==> src/rtl/sram_controller_if.sv <==
// Mem-stage data port between the pipeline and the SRAM bridge.
// The pipeline side is the master; the controller side is the slave.
interface sram_controller_if;
  logic        wr_en;
  logic        rd_en;
  logic [31:0] address;
  logic [31:0] write_data;
  logic [31:0] read_data;
  logic        ready;

  modport master (
    output wr_en, rd_en, address, write_data,
    input  read_data, ready
  );

  modport slave (
    input  wr_en, rd_en, address, write_data,
    output read_data, ready
  );
endinterface

==> src/rtl/sram_controller.sv <==
// Bridges 32-bit Mem-stage loads/stores onto a 16-bit async SRAM as two halfword
// accesses of HALF_CYCLES clocks each; ready stays low to freeze the pipeline.
module sram_controller #(
  parameter int unsigned BASE_ADDR   = 1024,
  parameter int unsigned HALF_CYCLES = 3,
  parameter int unsigned SRAM_AW     = 18
) (
  input  logic               clk,
  input  logic               rst,
  sram_controller_if.slave   bus,
  output logic [SRAM_AW-1:0] sram_addr,
  output logic [15:0]        sram_dq_o,
  input  logic [15:0]        sram_dq_i,
  output logic               sram_dq_oe,
  output logic               sram_we_n,
  output logic               sram_oe_n
);

  localparam int unsigned CW = (HALF_CYCLES > 2) ? $clog2(HALF_CYCLES) : 1;

  typedef enum logic [1:0] {IDLE, LOW, HIGH, DONE} state_e;

  state_e             state_q, state_d;
  logic [CW-1:0]      cnt_q, cnt_d;
  logic               wr_q, wr_d;
  logic [SRAM_AW-2:0] w_q, w_d;
  logic [31:0]        data_q, data_d;
  logic [31:0]        rdata_q, rdata_d;
  logic               ready_c;
  logic               last_c;
  logic               hi_c;

  always_ff @(posedge clk or posedge rst) begin
    if (rst) begin
      state_q <= IDLE;
      cnt_q   <= '0;
      wr_q    <= 1'b0;
      w_q     <= '0;
      data_q  <= '0;
      rdata_q <= '0;
    end else begin
      state_q <= state_d;
      cnt_q   <= cnt_d;
      wr_q    <= wr_d;
      w_q     <= w_d;
      data_q  <= data_d;
      rdata_q <= rdata_d;
    end
  end

  always_comb begin
    state_d    = state_q;
    cnt_d      = cnt_q;
    wr_d       = wr_q;
    w_d        = w_q;
    data_d     = data_q;
    rdata_d    = rdata_q;
    ready_c    = 1'b0;
    sram_addr  = '0;
    sram_dq_o  = '0;
    sram_dq_oe = 1'b0;
    sram_we_n  = 1'b1;
    sram_oe_n  = 1'b1;
    last_c     = (cnt_q == CW'(HALF_CYCLES - 1));
    hi_c       = (state_q == HIGH);

    unique case (state_q)
      IDLE: begin
        if (bus.wr_en || bus.rd_en) begin
          wr_d    = bus.wr_en;
          // Rebase then drop the byte offset; wraps modulo 2^32 below BASE_ADDR.
          w_d     = (SRAM_AW-1)'((bus.address - BASE_ADDR) >> 2);
          data_d  = bus.write_data;
          cnt_d   = '0;
          state_d = LOW;
        end else begin
          ready_c = 1'b1;
        end
      end

      LOW, HIGH: begin
        sram_addr = {w_q, hi_c};
        if (wr_q) begin
          sram_dq_oe = 1'b1;
          sram_dq_o  = hi_c ? data_q[31:16] : data_q[15:0];
          // Final cycle of each half releases WE while address/data are still held.
          sram_we_n  = last_c;
        end else begin
          sram_oe_n = 1'b0;
          if (last_c) begin
            if (hi_c) rdata_d[31:16] = sram_dq_i;
            else      rdata_d[15:0]  = sram_dq_i;
          end
        end
        if (last_c) begin
          cnt_d   = '0;
          state_d = hi_c ? DONE : HIGH;
        end else begin
          cnt_d = cnt_q + CW'(1);
        end
      end

      DONE: begin
        ready_c = 1'b1;
        state_d = IDLE;
      end

      default: state_d = IDLE;
    endcase
  end

  assign bus.ready     = ready_c;
  assign bus.read_data = rdata_q;

endmodule

==> src/flat_wrapper.sv <==
// flat-port wrapper written by rule: the top's interface ports become plain ports
module sram_controller_flat 
#(
  parameter int unsigned BASE_ADDR   = 1024,
  parameter int unsigned HALF_CYCLES = 3,
  parameter int unsigned SRAM_AW     = 18
)
  (clk, rst, sram_addr, sram_dq_o, sram_dq_i, sram_dq_oe, sram_we_n, sram_oe_n, bus_wr_en, bus_rd_en, bus_address, bus_write_data, bus_read_data, bus_ready);
  sram_controller_if bus_i ();
  input  logic clk;
  input  logic rst;
  output logic [SRAM_AW-1:0] sram_addr;
  output logic [15:0] sram_dq_o;
  input  logic [15:0] sram_dq_i;
  output logic sram_dq_oe;
  output logic sram_we_n;
  output logic sram_oe_n;
  input wire logic [$bits(bus_i.wr_en)-1:0] bus_wr_en;
  input wire logic [$bits(bus_i.rd_en)-1:0] bus_rd_en;
  input wire logic [$bits(bus_i.address)-1:0] bus_address;
  input wire logic [$bits(bus_i.write_data)-1:0] bus_write_data;
  output wire logic [$bits(bus_i.read_data)-1:0] bus_read_data;
  output wire logic [$bits(bus_i.ready)-1:0] bus_ready;
  assign bus_i.wr_en = bus_wr_en;
  assign bus_i.rd_en = bus_rd_en;
  assign bus_i.address = bus_address;
  assign bus_i.write_data = bus_write_data;
  assign bus_read_data = bus_i.read_data;
  assign bus_ready = bus_i.ready;
  sram_controller #(.BASE_ADDR(BASE_ADDR), .HALF_CYCLES(HALF_CYCLES), .SRAM_AW(SRAM_AW)) u_core (.clk(clk), .rst(rst), .bus(bus_i), .sram_addr(sram_addr), .sram_dq_o(sram_dq_o), .sram_dq_i(sram_dq_i), .sram_dq_oe(sram_dq_oe), .sram_we_n(sram_we_n), .sram_oe_n(sram_oe_n));
endmodule
==> config.mk <==
export PLATFORM = sky130hd
export DESIGN_NAME = sram_controller_flat
export DESIGN_NICKNAME = d
export VERILOG_FILES = /design/src/rtl/sram_controller_if.sv /design/src/rtl/sram_controller.sv /design/src/flat_wrapper.sv
export SDC_FILE = /design/constraint.sdc
export NUM_CORES = 1
export LEC_CHECK = 0
export CORE_MARGIN = 5
export CORE_UTILIZATION = 45
export CTS_BUF_LIST = sky130_fd_sc_hd__clkbuf_4
export DETAILED_ROUTE_END_ITERATION = 8
export GPL_TIMING_DRIVEN = 0
export PLACE_DENSITY = 0.83
export SYNTH_ARGS = -nofsm -noshare
export SYNTH_HDL_FRONTEND = slang
export SYNTH_SLANG_ARGS = --single-unit
==> constraint.sdc <==
create_clock -name clk -period 3.3 [get_ports clk]
set_clock_uncertainty 0.05 [all_clocks]
set_input_delay 0.66 -clock clk [delete_from_list [all_inputs] [get_ports clk]]
set_output_delay 0.66 -clock clk [all_outputs]
set_load 0.01 [all_outputs]
Word level (Yosys, flattened, before mapping)
Index checks and enable logic that the tools add are counted.
{"block": "word_totals", "n_memories": 0, "inputBits": 84, "romBits": 0, "latchBits": 0, "word_cells": 44, "out_inout_bits": 70, "reg_bits": 86, "mem_bits_rw": 0}
{"block": "op_classes", "n_shift": 0, "n_eq_ne": 6, "n_lt_le_gt_ge": 0, "reduce_logical": 9, "div_mod_pow": 0, "n_mul": 0, "n_addsub": 2, "bitwise_logic": 2, "mux": 18}
{"op": "$mux W16", "count": 3}
{"op": "$sub A19 B11 Y19 const B", "count": 1}
{"op": "$mux W18", "count": 1}
{"op": "$mux W2", "count": 4}
{"op": "$reduce_and A4 Y1", "count": 2}
{"op": "$mux W1", "count": 7}
{"op": "$eq A2 B2 Y1 const B", "count": 3}
{"op": "$pmux W2 S3", "count": 1}
{"op": "$reduce_and A2 Y1", "count": 3}
{"op": "$ne A2 B1 Y1 const B", "count": 2}
{"op": "$pmux W2 S2", "count": 1}
{"op": "$add A2 B1 Y2 const B", "count": 1}
{"op": "$eq A2 B1 Y1 const B", "count": 1}
{"op": "$logic_not A2 Y1", "count": 1}
{"op": "$not A1 Y1", "count": 2}
{"op": "$pmux W1 S2", "count": 1}
{"op": "$reduce_bool A2 Y1", "count": 1}
{"op": "$reduce_or A2 Y1", "count": 1}
{"op": "$logic_or A1 B1 Y1", "count": 1}

Logic depth before layout (Yosys ltp)
Gate-level depths: netlist of run 1.
{"block": "depth", "ltp_word": 4, "ltp_mapped": 8, "depth_no_buf": 5}

Worst setup path after synthesis of run 1
No wires, ideal clock.
{"block": "synth_timing", "path_kind": "register to output", "start": "reg u_core.state_q[0]", "end": "out sram_dq_o[10]", "n_path_buf": 2, "t_required_ns": 2.590, "path_slack_ns": 1.190, "arrival_time_ns": 1.400, "stages_incl_launch_ff": 7, "path_cell_list": "dfrtp_1 -> inv_1 -> ha_1 -> buf_6 -> buf_2 -> mux2i_1 -> nor2_1"}
{"block": "synth_via", "elab_chain_len": 4, "word_cells_on_any_way": 6, "classes_between": "eq/ne (2); mux (3); reduce/logical (1)"}
{"element": "start: declaration", "line": "sram_controller.sv:23", "source": "state_e state_q, state_d;"}
{"element": "start signal: assignment", "line": "sram_controller.sv:42", "source": "state_q <= state_d;"}
{"element": "$eq A2 B2 Y1", "line": "sram_controller.sv:65, sram_controller.sv:67"}
{"element": "$mux W16", "line": "sram_controller.sv:85", "source": "sram_dq_o = hi_c ? data_q[31:16] : data_q[15:0];"}
{"element": "$mux W16", "line": "sram_controller.sv:83", "source": "if (wr_q) begin"}
{"element": "$mux W16 (*)", "line": "sram_controller.sv:67", "source": "unique case (state_q)"}
{"element": "end: declaration", "line": "flat_wrapper.sv:13", "source": "output logic [15:0] sram_dq_o;"}
Mark *: on every way between the ends. The rest lies on a longest branch, timed or not.

Final worst setup path of run 1
{"block": "layout_timing", "start": "reg u_core.state_q[0]", "end": "out sram_dq_o[12]"}
Same word-level chain as after synthesis.

==> impl_results.md, run 1 <==
- CP Capture Type: primary output
- Async S/R FF share, synth: 1.00
- Synthesized instance count: 376
- Slowest CP cell: clkdlybuf4s50_1
- Fraction of layout cells with a size suffix above 1: 0.117
- Sequential share of power: 0.365
- Post-CTS Resized: 2
- Hold Crit Class: reg -> reg
- TritonCTS buffer count: 9
- Syn nets: 465
- Area of the multi-input gates: 1600 um2
- Synth cell types: 31
- Fmax: 322 MHz
- Worst-margin pin slew: 0.617 ns
- Register area: 2150 um2
- Post-layout util: 0.666
- Crit share post-route: 0.941
- Area Growth Syn to Fin: 43.5%
- Clk slew on worst S/H paths: 0.14 ns
- Boundary Pins: 154
- Crit-path max FO: 10
- Leakage: 2.49 nW
- RSZ-0062 raised after global routing: false
- Final hold violation count: 0
- Worst-Skew Late Latency: 0.43 ns
- Kind of critical path: reg -> out
- Post-synthesis sequential area ratio: 0.558
- Switch share: 0.379
- Die Span X: 103 um
- Placer Congestion: 0.900
- WL final: 9930 um
- Total power: 4.95 mW
- Antenna-violating nets left: 0
- Row count: 33
- CP peak stage delay: 0.56 ns
- Max Cap Violations: 0
- Htree depth: 3
- # nets final: 614
- Peak VDD IR: 374 uV
- TritonCTS clock tree: built
- Cts hold-fix bufs: 0
- # port buffers: 138
- Number of DRC markers in iteration 0: 64
- Die Y: 103 um
- DRT Pass-1 Iters: 4
- Initial antenna violation count: 0
- Sw power: 1.88 mW
- Max-slew headroom: 0.586
- Die area: 10,500 um2
- Setup Fix Bufs, Post-CTS: 0
- Main synth FF type: dfrtp_1
- Cell Area, Synth: 3850 um2
- Max Slew Vio Count: 0
- Comb pwr share: 0.524
- Via count: 3,154
- Worst path bufs/invs: 3
- Pin count of the biggest net entering global routing: 56
- Syn. warnings: 0
- Crit path arrival time: 2.40 ns
- # diodes: 0
- Fill cells: 649
- Global-route wire length before repair: 16,000 um
- Placed Area: 5400 um2
- Syn avg cell area: 10.3 um2
- Internal power: 3.07 mW
- Wirelength per Cell: 15.6 um
- Power Density: 895 nW/um2
- Crit start category: flop
- Setup Viol. Count Final: 0
- CP cell instances: inv_1, ha_1, nand2_4, buf_2, nor2_1, clkdlybuf4s50_1
- Status: completed
- Via/cell ratio: 4.97
- CTS max path bufs: 2
- Yosys reg bits: 86
- CP delay by family, top: buffers and inverters
- Total Routing Usage GR: 0.196
- Clk sink count: 86
- Final instance area: 5530 um2
- CP Data Required Time: 2.59 ns
- CTS root buf: clkbuf_4
- Post-synth EDFFs: 0
- # DRC: 0
- Fin crit period: 3.11 ns
- Core area: 8300 um2
- Dpl hpwl: 7580 um
- Clock share of power: 0.110
- Vias in the first global route: 3,320
- Grt total ovfl: 0
- Starting density of the core: 0.464
## area by class of cell
type | count | area share
Sequential cell | 86 | 0.389
Multi-Input combinational cell | 264 | 0.289
Timing Repair Buffer | 139 | 0.255
Tap cell | 105 | 0.0238
Buffer | 18 | 0.0163
Clock buffer | 9 | 0.0122
Clock inverter | 7 | 0.00995
Inverter | 7 | 0.00520
## through the flow
step | hold WS (ns) | setup TNS (ns) | setup WS, ns | cells
after global routing | 0.462 | 0 | 0.0324 | 635
after detailed placement | 0.405 | 0 | 0.155 | 620
after CTS | 0.439 | 0 | 0.0329 | 636
after global placement | 0.402 | -72.44 | -0.847 | 619
final | 0.434 | 0 | 0.193 | 635
after floorplan | 0.387 | 0 | 0.368 | 376
## power groups by stage
stage               Combinational (mW)  Sequential [mW]  Clock [mW]
detailed placement                2.62             1.83           0
finish                            2.60             1.81       0.546
floorplan                         1.29             1.85           0
global route                      2.85             1.87       0.619
global placement                  2.54             1.80           0
CTS                               2.63             1.80       0.573
## cells in the final DEF (no fill, tap or decap), drive strengths merged, types with 6 or more instances in the layout
| cell type | synthesis | layout |
|---|---|---|
| mux2 | 33 | 33 |
| and2 | 17 | 17 |
| nand2 | 130 | 130 |
| o21ai | 6 | 6 |
| mux2i | 17 | 17 |
| clkdlybuf4s50 | 0 | 138 |
| clkbuf | 14 | 22 |
| nor2 | 24 | 24 |
| buf | 5 | 6 |
| inv | 7 | 10 |
| dfrtp | 86 | 86 |
## layer usage
metal  vias to the layer above  wire length, um  GRT usage
li1                       1520                -          -
met1                      1515             4090      0.245
met2                       109             4950      0.343
met3                        10              789     0.0467
met4                         0              102     0.0505
met5                         -                0          0
## worst paths after layout
| kind | startpoint | slack, ns | cells after the start | end |
|---|---|---|---|---|
| setup reg to reg | u_core.state_q[0] | 0.98 | 6 | u_core.bus.read_data[6] |
| hold reg to reg | u_core.w_q[6] | 0.43 | 2 | u_core.w_q[6] |
| hold / removal | u_core.w_q[6] | 0.43 | 2 | u_core.w_q[6] |
| min in group asynchronous | rst | 0.51 | 2 | u_core.bus.read_data[23] |
| setup / recovery | u_core.state_q[0] | 0.19 | 6 | sram_dq_o[12] |
| max in group asynchronous | rst | 2.08 | 3 | u_core.data_q[23] |
## state kept, by name, indices dropped and copies added (netlist names)
register              cells
u_core.bus.read_data     32
u_core.cnt_q              2
u_core.data_q            32
u_core.state_q            2
u_core.w_q               17
u_core.wr_q               1
## worst min-delay path, delay by kind of cell, from the launching register on
kind | cells | cell delay (ns)
DFF | 1 | 0.36
and+or+nand+nor | 2 | 0.10
## synth_stat cells (3+ instances only)
cell type    n  area share
mux2_4      10       0.039
mux2_2      23       0.067
clkbuf_1    14       0.014
dfrtp_1     86        0.56
ha_1         5       0.016
nor3b_1      3      0.0058
nand2_1    130        0.13
mux2i_1     17       0.044
inv_1        7      0.0068
nor2_1      24       0.023
or3_1        3      0.0049
nand2b_1     4      0.0065
o21ai_0      6      0.0078
and2_1      17       0.028
a31oi_1      5      0.0081
or4_1        3      0.0058
## cells by family (layout without fill, tap and decap cells)
group,count (synthesis),after routing,synth area share
flops,86,86,0.558
fa+ha+maj,5,5,0.0162
compound gates,19,19,0.0312
buf+inv,26,180,0.0308
simple gates,189,189,0.211
xor+xnor,1,1,0.00227
mux,50,50,0.150
Power figures use the tool's default switching activity.
==> inputs of run 2 (changes only) <==
CAP_MARGIN = 25   (was unset)
CORE_UTILIZATION = 55   (was 45)
DONT_BUFFER_PORTS = 1   (was unset)
PLACE_DENSITY = 0.7   (was 0.83)
==> impl_results.md, run 2 (synthesis gave the netlist of run 1 again) <==
- Total Routing Usage GR: 0.198 (+0.00162)
- Row count: 30 (-9.1%)
- Fmax: 347 MHz (+7.8%)
- Post-CTS Resized: 0 (-2)
- Global-route wire length before repair: 13,400 um (-16%)
- Crit start category: flop
- Fin crit period: 2.88 ns (-0.225 ns)
- Clock share of power: 0.149 (+0.039)
- Sw power: 1.70 mW (-9.2%)
- Die area: 8780 um2 (-16%)
- Reg2Reg Depth: 6 (unchanged)
- Initial antenna violation count: 0 (unchanged)
- Crit-path max FO: 10 (unchanged)
- Die Y: 93.7 um (-8.6%)
- Leakage: 1.96 nW (-21%)
- Grt total ovfl: 0 (unchanged)
- TritonCTS clock tree: built
- Vias in the first global route: 2,645 (-20%)
- Setup tns final: 0 ns (unchanged)
- Worst-Skew Late Latency: 0.42 ns (about the same)
- Place WS: 0.892 ns (+0.737 ns)
- # port buffers: 0 (-100%)
- Worst-margin pin slew: 0.611 ns (-0.00636 ns)
- Final hold violation count: 0 (unchanged)
- Worst Hold Slack: 0.0299 ns (-0.404 ns)
- Via count: 2,567 (-19%)
- CP peak stage delay: 0.42 ns (-0.14 ns)
- # DRC: 0 (unchanged)
- Starting density of the core: 0.567 (+0.103)
- Kind of critical path: reg -> out
- Htree depth: 3 (unchanged)
- RSZ-0062 raised after global routing: false
- Slowest CP cell: clkbuf_1
- # nets final: 477 (-22%)
- Setup ws final: 0.419 ns (+0.225 ns)
- Area Growth Syn to Fin: 7.72%
- Most frequent cells in the layout: 130 x nand2_1, 86 x dfrtp_1, 24 x nor2_1
- Setup Viol. Count Final: 0 (unchanged)
- Internal power: 2.40 mW (-22%)
- CTS max path bufs: 2 (unchanged)
- Clk sink count: 86 (unchanged)
- Placed Area: 4010 um2 (-26%)
- Comb pwr share: 0.384 (-0.140)
- CP Capture Type: primary output
- DRT Pass-1 Iters: 4 (unchanged)
- Crit share post-route: 0.873 (-0.0683)
- Max-slew headroom: 0.592 (+0.00560)
- Hold Crit Class: in -> async
- Die Span X: 93.7 um (-8.6%)
- Crit path arrival time: 2.17 ns (-0.23 ns)
- CP cell instances: inv_1, ha_1, nand2_1, clkbuf_1, nor2_1
- Switch share: 0.415 (+0.0358)
- Number of DRC markers in iteration 0: 73 (+14%)
- Fill cells: 594 (-8.5%)
- Wirelength per Cell: 16.8 um (+7.6%)
- Via/cell ratio: 5.25 (+5.7%)
- Max Slew Vio Count: 0 (unchanged)
- Final instance area: 4150 um2 (-25%)
- Cts hold-fix bufs: 0 (unchanged)
- Status: completed
- # diodes: 0 (unchanged)
- Fraction of layout cells with a size suffix above 1: 0.153 (+0.0357)
- Clk slew on worst S/H paths: 0.15 ns (about the same)
- Setup Fix Bufs, Post-CTS: 0 (unchanged)
- Core area: 6790 um2 (-18%)
- Pin count of the biggest net entering global routing: 55 (-1.8%)
- Antenna-violating nets left: 0 (unchanged)
- Dpl hpwl: 6040 um (-20%)
- CTS root buf: clkbuf_4
- Max Cap Violations: 0 (unchanged)
- TritonCTS buffer count: 9 (unchanged)
- Sequential share of power: 0.467 (+0.102)
- Placer Congestion: 0.796 (-12%)
- CP Data Required Time: 2.59 ns (about the same)
- Non-Filler Instances: 489 (-23%)
- Commonest non-fill, non-tap cell in the layout: nand2_1
- Power Density: 989 nW/um2 (+10%)
- WL final: 8220 um (-17%)
- Cells after DPL: 473 (-24%)
- Boundary Pins: 154 (unchanged)
- Peak VDD IR: 488 uV (+30%)
==> run 2: path summary, 6_finish.rpt <==
kind	from	slack, ns	end
min in group clk	bus_address[6]	0.28	u_core.w_q[4]
max in group asynchronous	rst	2.56	u_core.cnt_q[1]
hold reg to reg	u_core.w_q[4]	0.44	u_core.w_q[4]
setup / recovery	u_core.state_q[0]	0.42	sram_dq_o[13]
setup reg to reg	u_core.state_q[0]	0.94	u_core.bus.read_data[2]
hold / removal	rst	0.03	u_core.bus.read_data[7]
==> run 2: final cells by class <==
type                       instances  area [um2]  area share
tap                               96         120      0.0289
clock inverter                     7        80.1      0.0193
buffer                            19        92.6      0.0223
timing repair buffer               1        27.5     0.00663
sequential                        86        2150       0.518
multi-input combinational        264        1580       0.381
clock buffer                       9        67.6      0.0163
inverter                           7        28.8     0.00693
==> run 2: critical path: cells and delay by family, from the launching register on <==
family | cells | cell delay, ns
adder cells (fa/ha/maj) | 1 | 0.38
buffers and inverters | 2 | 0.51
flip-flops | 1 | 0.38
AND/OR/NAND/NOR | 2 | 0.48
==> run 2: metal layers <==
| layer | up-vias | global-route usage | share of wire |
|---|---|---|---|
| met1 | 1237 | 0.262 | 0.42 |
| met5 | - | 0 | 0 |
| li1 | 1238 | - | - |
| met3 | 10 | 0.0633 | 0.089 |
| met2 | 82 | 0.307 | 0.48 |
| met4 | 0 | 0.0686 | 0.011 |
==> run 2: power groups by stage <==
stage | clock network (mW) | logic [mW] | registers, mW
2_1_floorplan | 0 | 1.29 | 1.85
3_3_place_gp | 0 | 1.55 | 1.92
3_5_place_dp | 0 | 1.60 | 1.95
4_1_cts | 0.638 | 1.61 | 1.92
5_1_grt | 0.694 | 1.80 | 1.99
6_report | 0.613 | 1.58 | 1.92
==> run 2: through the flow <==
step | total power, mW | util
floorplan | 3.14 | -
detailed placement | 3.55 | 0.590
CTS | 4.17 | 0.611
global placement | 3.47 | 0.585
global route | 4.48 | 0.611
finish | 4.11 | 0.611
